===== src/rtl/pc_sequencer.sv =====
// pc_sequencer: program-counter unit for the single-cycle core.
// Owns the architectural PC and picks the next PC from, in priority order:
//   return (RAS top, or RegTarget when the RAS is empty),
//   register-indirect branch, PC-relative unconditional branch,
//   taken conditional branch (CBZ/CBNZ), or the sequential PC.
// A circular return-address stack is pushed by BL and popped by RET.
//
// Ports:
//   CLK, resetl       clock / asynchronous active-low reset
//   stall             hold PC and RAS this cycle
//   SignExtImm        sign-extended branch offset, unshifted
//   Branch, BranchNZ  conditional branch and its polarity (1 = CBNZ)
//   ALUZero           ALU zero flag
//   Uncondbranch      PC-relative unconditional branch (B/BL)
//   Link              with Uncondbranch: push return address (BL)
//   BranchReg         register-indirect branch (BR)
//   Ret               return: pop RAS
//   RegTarget         BR target, and RET target when the RAS is empty
//   CurrentPC         registered PC
//   NextPC            combinational next PC
//   ras_count         number of valid RAS entries
//   ras_overflow      sticky: a push discarded the oldest entry
//   ras_underflow     combinational: Ret with an empty RAS this cycle
module pc_sequencer #(
  parameter int               WIDTH       = 64,
  parameter int               IMM_SHIFT   = 2,
  parameter int               INSTR_BYTES = 4,
  parameter logic [WIDTH-1:0] RESET_PC    = '0,
  parameter int               RAS_DEPTH   = 4,
  localparam int              CW          = $clog2(RAS_DEPTH + 1)
) (
  input  logic             CLK,
  input  logic             resetl,
  input  logic             stall,
  input  logic [WIDTH-1:0] SignExtImm,
  input  logic             Branch,
  input  logic             BranchNZ,
  input  logic             ALUZero,
  input  logic             Uncondbranch,
  input  logic             Link,
  input  logic             BranchReg,
  input  logic             Ret,
  input  logic [WIDTH-1:0] RegTarget,
  output logic [WIDTH-1:0] CurrentPC,
  output logic [WIDTH-1:0] NextPC,
  output logic [CW-1:0]    ras_count,
  output logic             ras_overflow,
  output logic             ras_underflow
);

  localparam int PW = (RAS_DEPTH > 1) ? $clog2(RAS_DEPTH) : 1;

  logic [WIDTH-1:0] seq_pc;
  logic [WIDTH-1:0] offset;
  logic [WIDTH-1:0] rel_pc;
  logic [WIDTH-1:0] ras_top;
  logic [WIDTH-1:0] ras_mem [RAS_DEPTH];
  logic [PW-1:0]    top_ptr;
  logic [PW-1:0]    top_ptr_inc;
  logic [PW-1:0]    top_ptr_dec;
  logic             ras_empty;
  logic             ras_full;
  logic             push;
  logic             pop;

  // Shift happens in WIDTH bits, so bits shifted past the MSB are dropped.
  assign offset = SignExtImm << IMM_SHIFT;
  assign seq_pc = CurrentPC + WIDTH'(INSTR_BYTES);
  assign rel_pc = CurrentPC + offset;

  assign ras_empty = (ras_count == '0);
  assign ras_full  = (ras_count == CW'(RAS_DEPTH));
  assign ras_top   = ras_mem[top_ptr];

  // Pointer arithmetic modulo RAS_DEPTH, which need not be a power of two.
  assign top_ptr_inc = (top_ptr == PW'(RAS_DEPTH - 1)) ? '0 : top_ptr + 1'b1;
  assign top_ptr_dec = (top_ptr == '0) ? PW'(RAS_DEPTH - 1) : top_ptr - 1'b1;

  // NOTE: every output of this block gets a default before the priority
  // chain, so no path leaves a signal unassigned and no latch is inferred.
  always_comb begin
    NextPC        = seq_pc;
    ras_underflow = 1'b0;
    push          = 1'b0;
    pop           = 1'b0;
    if (Ret) begin
      if (!ras_empty) begin
        NextPC = ras_top;
        pop    = 1'b1;
      end else begin
        NextPC        = RegTarget;
        ras_underflow = 1'b1;
      end
    end else if (BranchReg) begin
      NextPC = RegTarget;
    end else if (Uncondbranch) begin
      NextPC = rel_pc;
      push   = Link;
    end else if (Branch && (ALUZero ^ BranchNZ)) begin
      NextPC = rel_pc;
    end
  end

  // NOTE: state registers use non-blocking assignments so every register
  // samples the pre-edge values regardless of statement order.
  always_ff @(posedge CLK or negedge resetl) begin
    if (!resetl) begin
      CurrentPC    <= RESET_PC;
      ras_count    <= '0;
      ras_overflow <= 1'b0;
      top_ptr      <= '0;
    end else if (!stall) begin
      CurrentPC <= NextPC;
      if (pop) begin
        top_ptr   <= top_ptr_dec;
        ras_count <= ras_count - 1'b1;
      end else if (push) begin
        // When full, top_ptr_inc lands on the oldest entry, which the
        // write below overwrites; the count stays at RAS_DEPTH.
        top_ptr <= top_ptr_inc;
        if (ras_full) ras_overflow <= 1'b1;
        else          ras_count    <= ras_count + 1'b1;
      end
    end
  end

  // NOTE: the stack storage has no reset; ras_count marks which entries are
  // valid, so stale contents are never observed.
  always_ff @(posedge CLK) begin
    if (!stall && push) ras_mem[top_ptr_inc] <= seq_pc;
  end

endmodule


===== config.mk =====
export PLATFORM = sky130hd
export DESIGN_NAME = pc_sequencer
export DESIGN_NICKNAME = d
export VERILOG_FILES = /design/src/rtl/pc_sequencer.sv
export SDC_FILE = /design/constraint.sdc
export NUM_CORES = 1
export LEC_CHECK = 0
export CORE_MARGIN = 2
export CORE_UTILIZATION = 60
export DETAILED_ROUTE_END_ITERATION = 8
export GPL_ROUTABILITY_DRIVEN = 0
export PLACE_DENSITY = 0.86
export SLEW_MARGIN = 5
export SYNTH_ARGS = -nofsm -noshare
export SYNTH_HDL_FRONTEND = slang
export SYNTH_SLANG_ARGS = --single-unit

===== constraint.sdc =====
create_clock -name CLK -period 6.9 [get_ports CLK]
set_input_delay 1.38 -clock CLK [delete_from_list [all_inputs] [get_ports CLK]]
set_output_delay 1.38 -clock CLK [all_outputs]
set_load 0.01 [all_outputs]

# Word-level counts from Yosys, hierarchy flattened
# Memory sizes are Yosys's and may differ from the RTL's.
# Index checks and enable logic that the tools add are counted.
# W data, S select, Z words.
[op_classes] n_reduce_logical=9 bitwise=3 add_sub_neg=6 muxes=21 n_eq_ne=3
[ops] op="$mux W64" n=5
[ops] op="$add A64 B3 Y64 const B" n=1
[ops] op="$add A64 B64 Y64" n=1
[ops] op="$mux W1" n=9
[ops] op="$mux W3" n=3
[ops] op="$mux W2" n=4
[ops] op="$reduce_and A4 Y1" n=1
[ops] op="$add A3 B1 Y3 const B" n=1
[ops] op="$eq A3 B3 Y1 const B" n=1
[ops] op="$logic_not A3 Y1" n=1
[ops] op="$reduce_and A3 Y1" n=1
[ops] op="$sub A3 B1 Y3 const B" n=1
[ops] op="$add A2 B1 Y2 const B" n=1
[ops] op="$eq A2 B2 Y1 const B" n=1
[ops] op="$logic_and A1 B1 Y1" n=2
[ops] op="$logic_not A2 Y1" n=1
[ops] op="$ne A2 B1 Y1 const B" n=1
[ops] op="$not A1 Y1" n=2
[ops] op="$reduce_and A2 Y1" n=1
[ops] op="$reduce_bool A2 Y1" n=1
[ops] op="$sub A2 B1 Y2 const B" n=1
[ops] op="$logic_not A1 Y1" n=1
[ops] op="$xor A1 B1 Y1" n=1
[totals] wordCells=47 n_memories=1 mem_bits_rw=256 output_inout_bits=133 inputBits=138 regBits=70
[mem_list] memory="ras_mem" words=4 word_bits=64 rd=1 rd_clocked_by_memory_dff=0 wr=1 line_no="57" text="logic [WIDTH-1:0] ras_mem [RAS_DEPTH];"

# Logic depth before layout (Yosys ltp)
# Gate-level depths: netlist of the first run.
[depth] ltp_word=6 depth_mapped=12 ltp_nobuf=12

# Worst setup path before layout of the first run
# No wires, ideal clock.
[synth_timing] path_kind="input to output" startpoint="in SignExtImm[0]" endpoint="out NextPC[38]" required_ns=5.520 arrival_time_ns=4.254 slack_ns=1.266 n_path_buf=0 path_stages=11 cell_sequence="ha_1 -> fa_1 -> a21oi_1 -> o22ai_1 -> o2111ai_1 -> a211oi_2 -> nor3_1 -> o21ai_0 -> a21boi_0 -> mux2_2 -> o31ai_1"
[synth_via] elab_chain_len=5
[synth_rtl] item="start, declared" line_no="35" text="input logic [WIDTH-1:0] SignExtImm,"
[synth_rtl] item="$add A64 B64 Y64 (*)" line_no="69" text="assign rel_pc = CurrentPC + offset;"
[synth_rtl] item="$mux W64" line_no="99" text="end else if (Branch && (ALUZero ^ BranchNZ)) begin"
[synth_rtl] item="$mux W64 (*)" line_no="96" text="end else if (Uncondbranch) begin"
[synth_rtl] item="$mux W64 (*)" line_no="94" text="end else if (BranchReg) begin"
[synth_rtl] item="$mux W64 (*)" line_no="86" text="if (Ret) begin"
[synth_rtl] item="end, declared" line_no="45" text="output logic [WIDTH-1:0] NextPC,"
# Mark *: on every way between the ends. The rest lies on a longest branch, timed or not.

# Worst setup path in the final report of the first run
[layout_timing] startpoint="in SignExtImm[27]" endpoint="out NextPC[50]"
# The elaborated chain is that of the path after synthesis.

==> results of run 1 <==
Yosys cell counts, types with 5 or more instances:
| cell | n | area (sq um) |
|---|---|---|
| edfxtp_1 | 256 | 7690 |
| nand2_1 | 250 | 938 |
| a21oi_1 | 109 | 546 |
| nor2_1 | 89 | 334 |
| o21ai_0 | 75 | 375 |
| xnor2_1 | 73 | 639 |
| dfrtp_1 | 70 | 1750 |
| ha_1 | 68 | 851 |
| clkbuf_1 | 66 | 248 |
| mux4_2 | 64 | 1440 |
| mux2_2 | 54 | 608 |
| a21o_1 | 40 | 300 |
| nand3_1 | 38 | 190 |
| nand4_1 | 38 | 238 |
| inv_1 | 35 | 131 |
| xor2_1 | 35 | 307 |
| nor3_1 | 26 | 130 |
| o211ai_1 | 26 | 195 |
| mux2i_1 | 23 | 230 |
| and3_1 | 22 | 138 |
| a211oi_1 | 20 | 150 |
| o22ai_1 | 18 | 113 |
| o31ai_1 | 17 | 128 |
| a31oi_1 | 15 | 93.8 |
| and2_1 | 14 | 87.6 |
| o21a_1 | 13 | 97.6 |
| buf_2 | 12 | 60.1 |
| o21bai_1 | 12 | 90.1 |
| buf_1 | 11 | 41.3 |
| or3_1 | 10 | 62.6 |
| a22oi_1 | 8 | 60.1 |
| nor4_1 | 8 | 50.1 |
| a211o_1 | 6 | 52.6 |
| a31o_2 | 6 | 52.6 |
| buf_4 | 6 | 45.0 |
| nand2b_1 | 6 | 37.5 |
| nor2b_1 | 6 | 37.5 |
| o221ai_1 | 6 | 52.6 |
| a41oi_1 | 5 | 43.8 |
| and4_1 | 5 | 43.8 |
sequential cells by signal (all words and copies together), names as in the netlist:
name          cells
CurrentPC        64
ras_count         3
ras_mem         256
ras_overflow      1
top_ptr           2
critical path, cell delays in order:
cell and delay (ns):
clkdlybuf4s50_1 0.45, ha_1 0.39, and2_1 0.22, nand4_1 0.13, or3_1 0.46, a211oi_2 0.21
nor3_1 0.10, buf_4 0.18, o41a_1 0.50, nor2_1 0.21, o41ai_2 0.09, a311oi_1 0.51
o31ai_1 0.18, clkdlybuf4s50_1 0.53
layout make-up:
| type | count | share of cell area (%) |
|---|---|---|
| Antenna cell | 1 | 0.0105 |
| Clock buffer | 47 | 3.95 |
| Clock inverter | 16 | 0.519 |
| Inverter | 37 | 0.582 |
| Multi-Input combinational cell | 1279 | 40.1 |
| Sequential cell | 326 | 39.6 |
| Tap cell | 435 | 2.28 |
| Timing Repair Buffer | 322 | 12.9 |
layer usage:
metal / GRT usage (%) / vias to the layer above
met3: 7.25 / 269
met5: 0 / -
met2: 58.7 / 1515
li1: - / 7157
met4: 19.2 / 0
met1: 50.7 / 8086
timing repair:
item	CTS	global route
gates resized for setup	0	17
setup endpoints to repair	0	18
setup buffers	0	1
hold buffers	0	0
kinds of logic after synthesis:
family | share of synthesized area (%)
XOR/XNOR | 4.86
buffers and inverters | 2.74
AO/OA/AOI/OAI | 14.8
AND/OR/NAND/NOR | 12.9
adder cells (fa/ha/maj) | 4.57
multiplexers | 11.7
flip-flops | 48.5
cell usage in the layout, fill, tap and decap left out, types with 40 or more instances in the layout:
master / count
clkdlybuf4s50_1: 260
ha_1: 67
dfrtp_1: 68
a21oi_1: 107
o21ai_0: 72
edfxtp_1: 256
nor2_1: 89
xnor2_1: 73
mux4_2: 64
nand2_1: 250
mux2_2: 54
buf_4: 56
a21o_1: 40
power breakdown:
part	internal (uW)	leakage, uW	switching (uW)
logic	2340	0.00517	2810
registers	2540	0.00314	563
clock network	1000	0.000516	783
total	5890	0.00882	4160
how the worst min path moves through the flow:
stage	slack (ns)	from	endpoint
2_1_floorplan	0.50	ras_overflow$_DFFE_PN0P_	ras_overflow$_DFFE_PN0P_
3_3_place_gp	0.48	ras_overflow$_DFFE_PN0P_	ras_overflow$_DFFE_PN0P_
3_5_place_dp	0.48	ras_overflow$_DFFE_PN0P_	ras_overflow$_DFFE_PN0P_
4_1_cts	0.49	ras_overflow$_DFFE_PN0P_	ras_overflow$_DFFE_PN0P_
5_1_grt	0.50	ras_overflow$_DFFE_PN0P_	ras_overflow$_DFFE_PN0P_
6_report	0.49	ras_overflow$_DFFE_PN0P_	ras_overflow$_DFFE_PN0P_
through the flow:
| stage | instances | power, uW |
|---|---|---|
| after detailed placement | 2398 | 8080 |
| final | 2463 | 10000 |
| after global placement | 2398 | 7930 |
| after CTS | 2461 | 9890 |
| after global routing | 2462 | 10500 |
| after floorplan | 1737 | 6110 |
==> results by group, run 1 <==
Floorplan
  – Die area: 0.0339 sq mm
  – DIE WIDTH: 184 um
  – IO Pins: 271
  – Vert. Die Dim: 184 um
  – Core region area: 0.0318 sq mm
  – # rows: 65
  – Initial Util: 61.2%

Placement
  – Port Buffers: 268
  – Setup WS pre-CTS: 0.102 ns
  – Dpl hpwl: 44.4 mm
  – Area after DPL: ~0.023 sq mm

Timing
  – Final setup vio count: 1
  – Worst hold slack: 0.493 ns
  – Final Hold Fails: 0
  – Slew Limit Fails: 0
  – FMAX: 145 MHz
  – Clock Skews: 0.0293 ns
  – Fin Setup TNS: -0.0185 ns
  – Final period util: 100%
  – Least-Margin Pin Slew: 1.16 ns
  – RSZ-0062 raised after global routing: yes
  – Slew headroom: 22.4%
  – Final setup margin: -0.0185 ns
  – Fin crit period: 6.92 ns

Critical path
  – CP Capture Type: output pin
  – Crit. Startpoint: SignExtImm[27]
  – Critical path startpoint category: input pin
  – Reg2reg end: CurrentPC[48]$_DFFE_PN0N_
  – R2r setup slk: around 2.6 ns
  – Critical Path AT: 5.54 ns
  – Register-to-Register Path Depth: 13
  – Worst Path Required: 5.52 ns
  – Worst r2r src: CurrentPC[2]$_DFFE_PN0N_
  – Crit path capture: NextPC[50]
  – Worst Path Max Fanout: 5
  – WS Path Type: input pin to output pin

Logic synthesis
  – Yosys warning total: 0
  – Synth async-reset ratio: 21.5%
  – Cell area after synthesis: 0.0195 sq mm
  – FF+latch count, synth: roughly 330
  – Prevailing post-synth register cell: edfxtp_1
  – Syn_area_per_cell: 11.2 sq um
  – Yosys cell types: 84
  – Post-Syn Instances: around 1700
  – Seq/Total Area, Yosys: 48.5%
  – Post-synth EDFFs: 256
  – Mapped Nets: 1945

Clock tree
  – Num CTS Buffers: 35
  – Clk root buf: clkbuf_16
  – CTS Sinks: roughly 330
  – TritonCTS clock tree: done
  – Later-pin clock latency in the skew report: 0.54 ns
  – Clk pin slew, worst setup/hold paths: 0.06 ns
  – CTS H-tree lvls: 2
  – Maximum clock path buffer count: 3

Power
  – Leak Pwr: a little under 0.009 uW
  – VDD IR-drop max: 0.266 mV
  – PD cells: between 400 and 500 mW/mm^2

Global routing
  – Number of global-route vias before repair: roughly 16000
  – Gr ovfl total: 0
  – Initial antenna violation count: 1
  – Largest net degree at the start of global routing: slightly below 80
  – First-pass GRT wire length: 95.7 mm
  – GRT Util Overall: 37.6%

Status
  – Status: finished, violations left
  – Failing checks: setup timing

Finish
  – Syn-to-layout area delta: 22.4%
  – Final core utilization: 75.0%
  – Share of layout cells above drive strength 1: between 10% and 20%
  – Area of the multi-input gates: 0.00957 sq mm
  – Storage cell area: 0.00944 sq mm
  – Fillers: 2001
  – Nets: 2209
  – Post-layout instance area: 0.0238 sq mm

Drt
  – DR pass1 iterations: 8
  – Remaining DRCs: 0
  – DR WL met2: 28.4 mm
  – Routed wire length: 63.7 mm
  – Drt wl/cell: around 26 um
  – Antenna Violating Nets Remaining: 0
  – Uppermost layer routed: met4
  – M1 WL: roughly 22 mm
  – Vias: between 15000 and 20000
  – Via/cell ratio: 6.91
  – DR iter-0 viols: around 2700
  – Routed wl met3: 8.97 mm

Hold path
  – Hold Path Cell Cnt: 1
  – HP Class: flop to flop

Flow run
  – Max-cap viol count: 0
Power figures use the tool's default switching activity.
==> run 2: changes to the inputs <==
Settings changed: CTS_CLUSTER_DIAMETER set to 120.
==> results of run 2 <==
The final DEF is identical to that of run 1; final timing and power are the same.
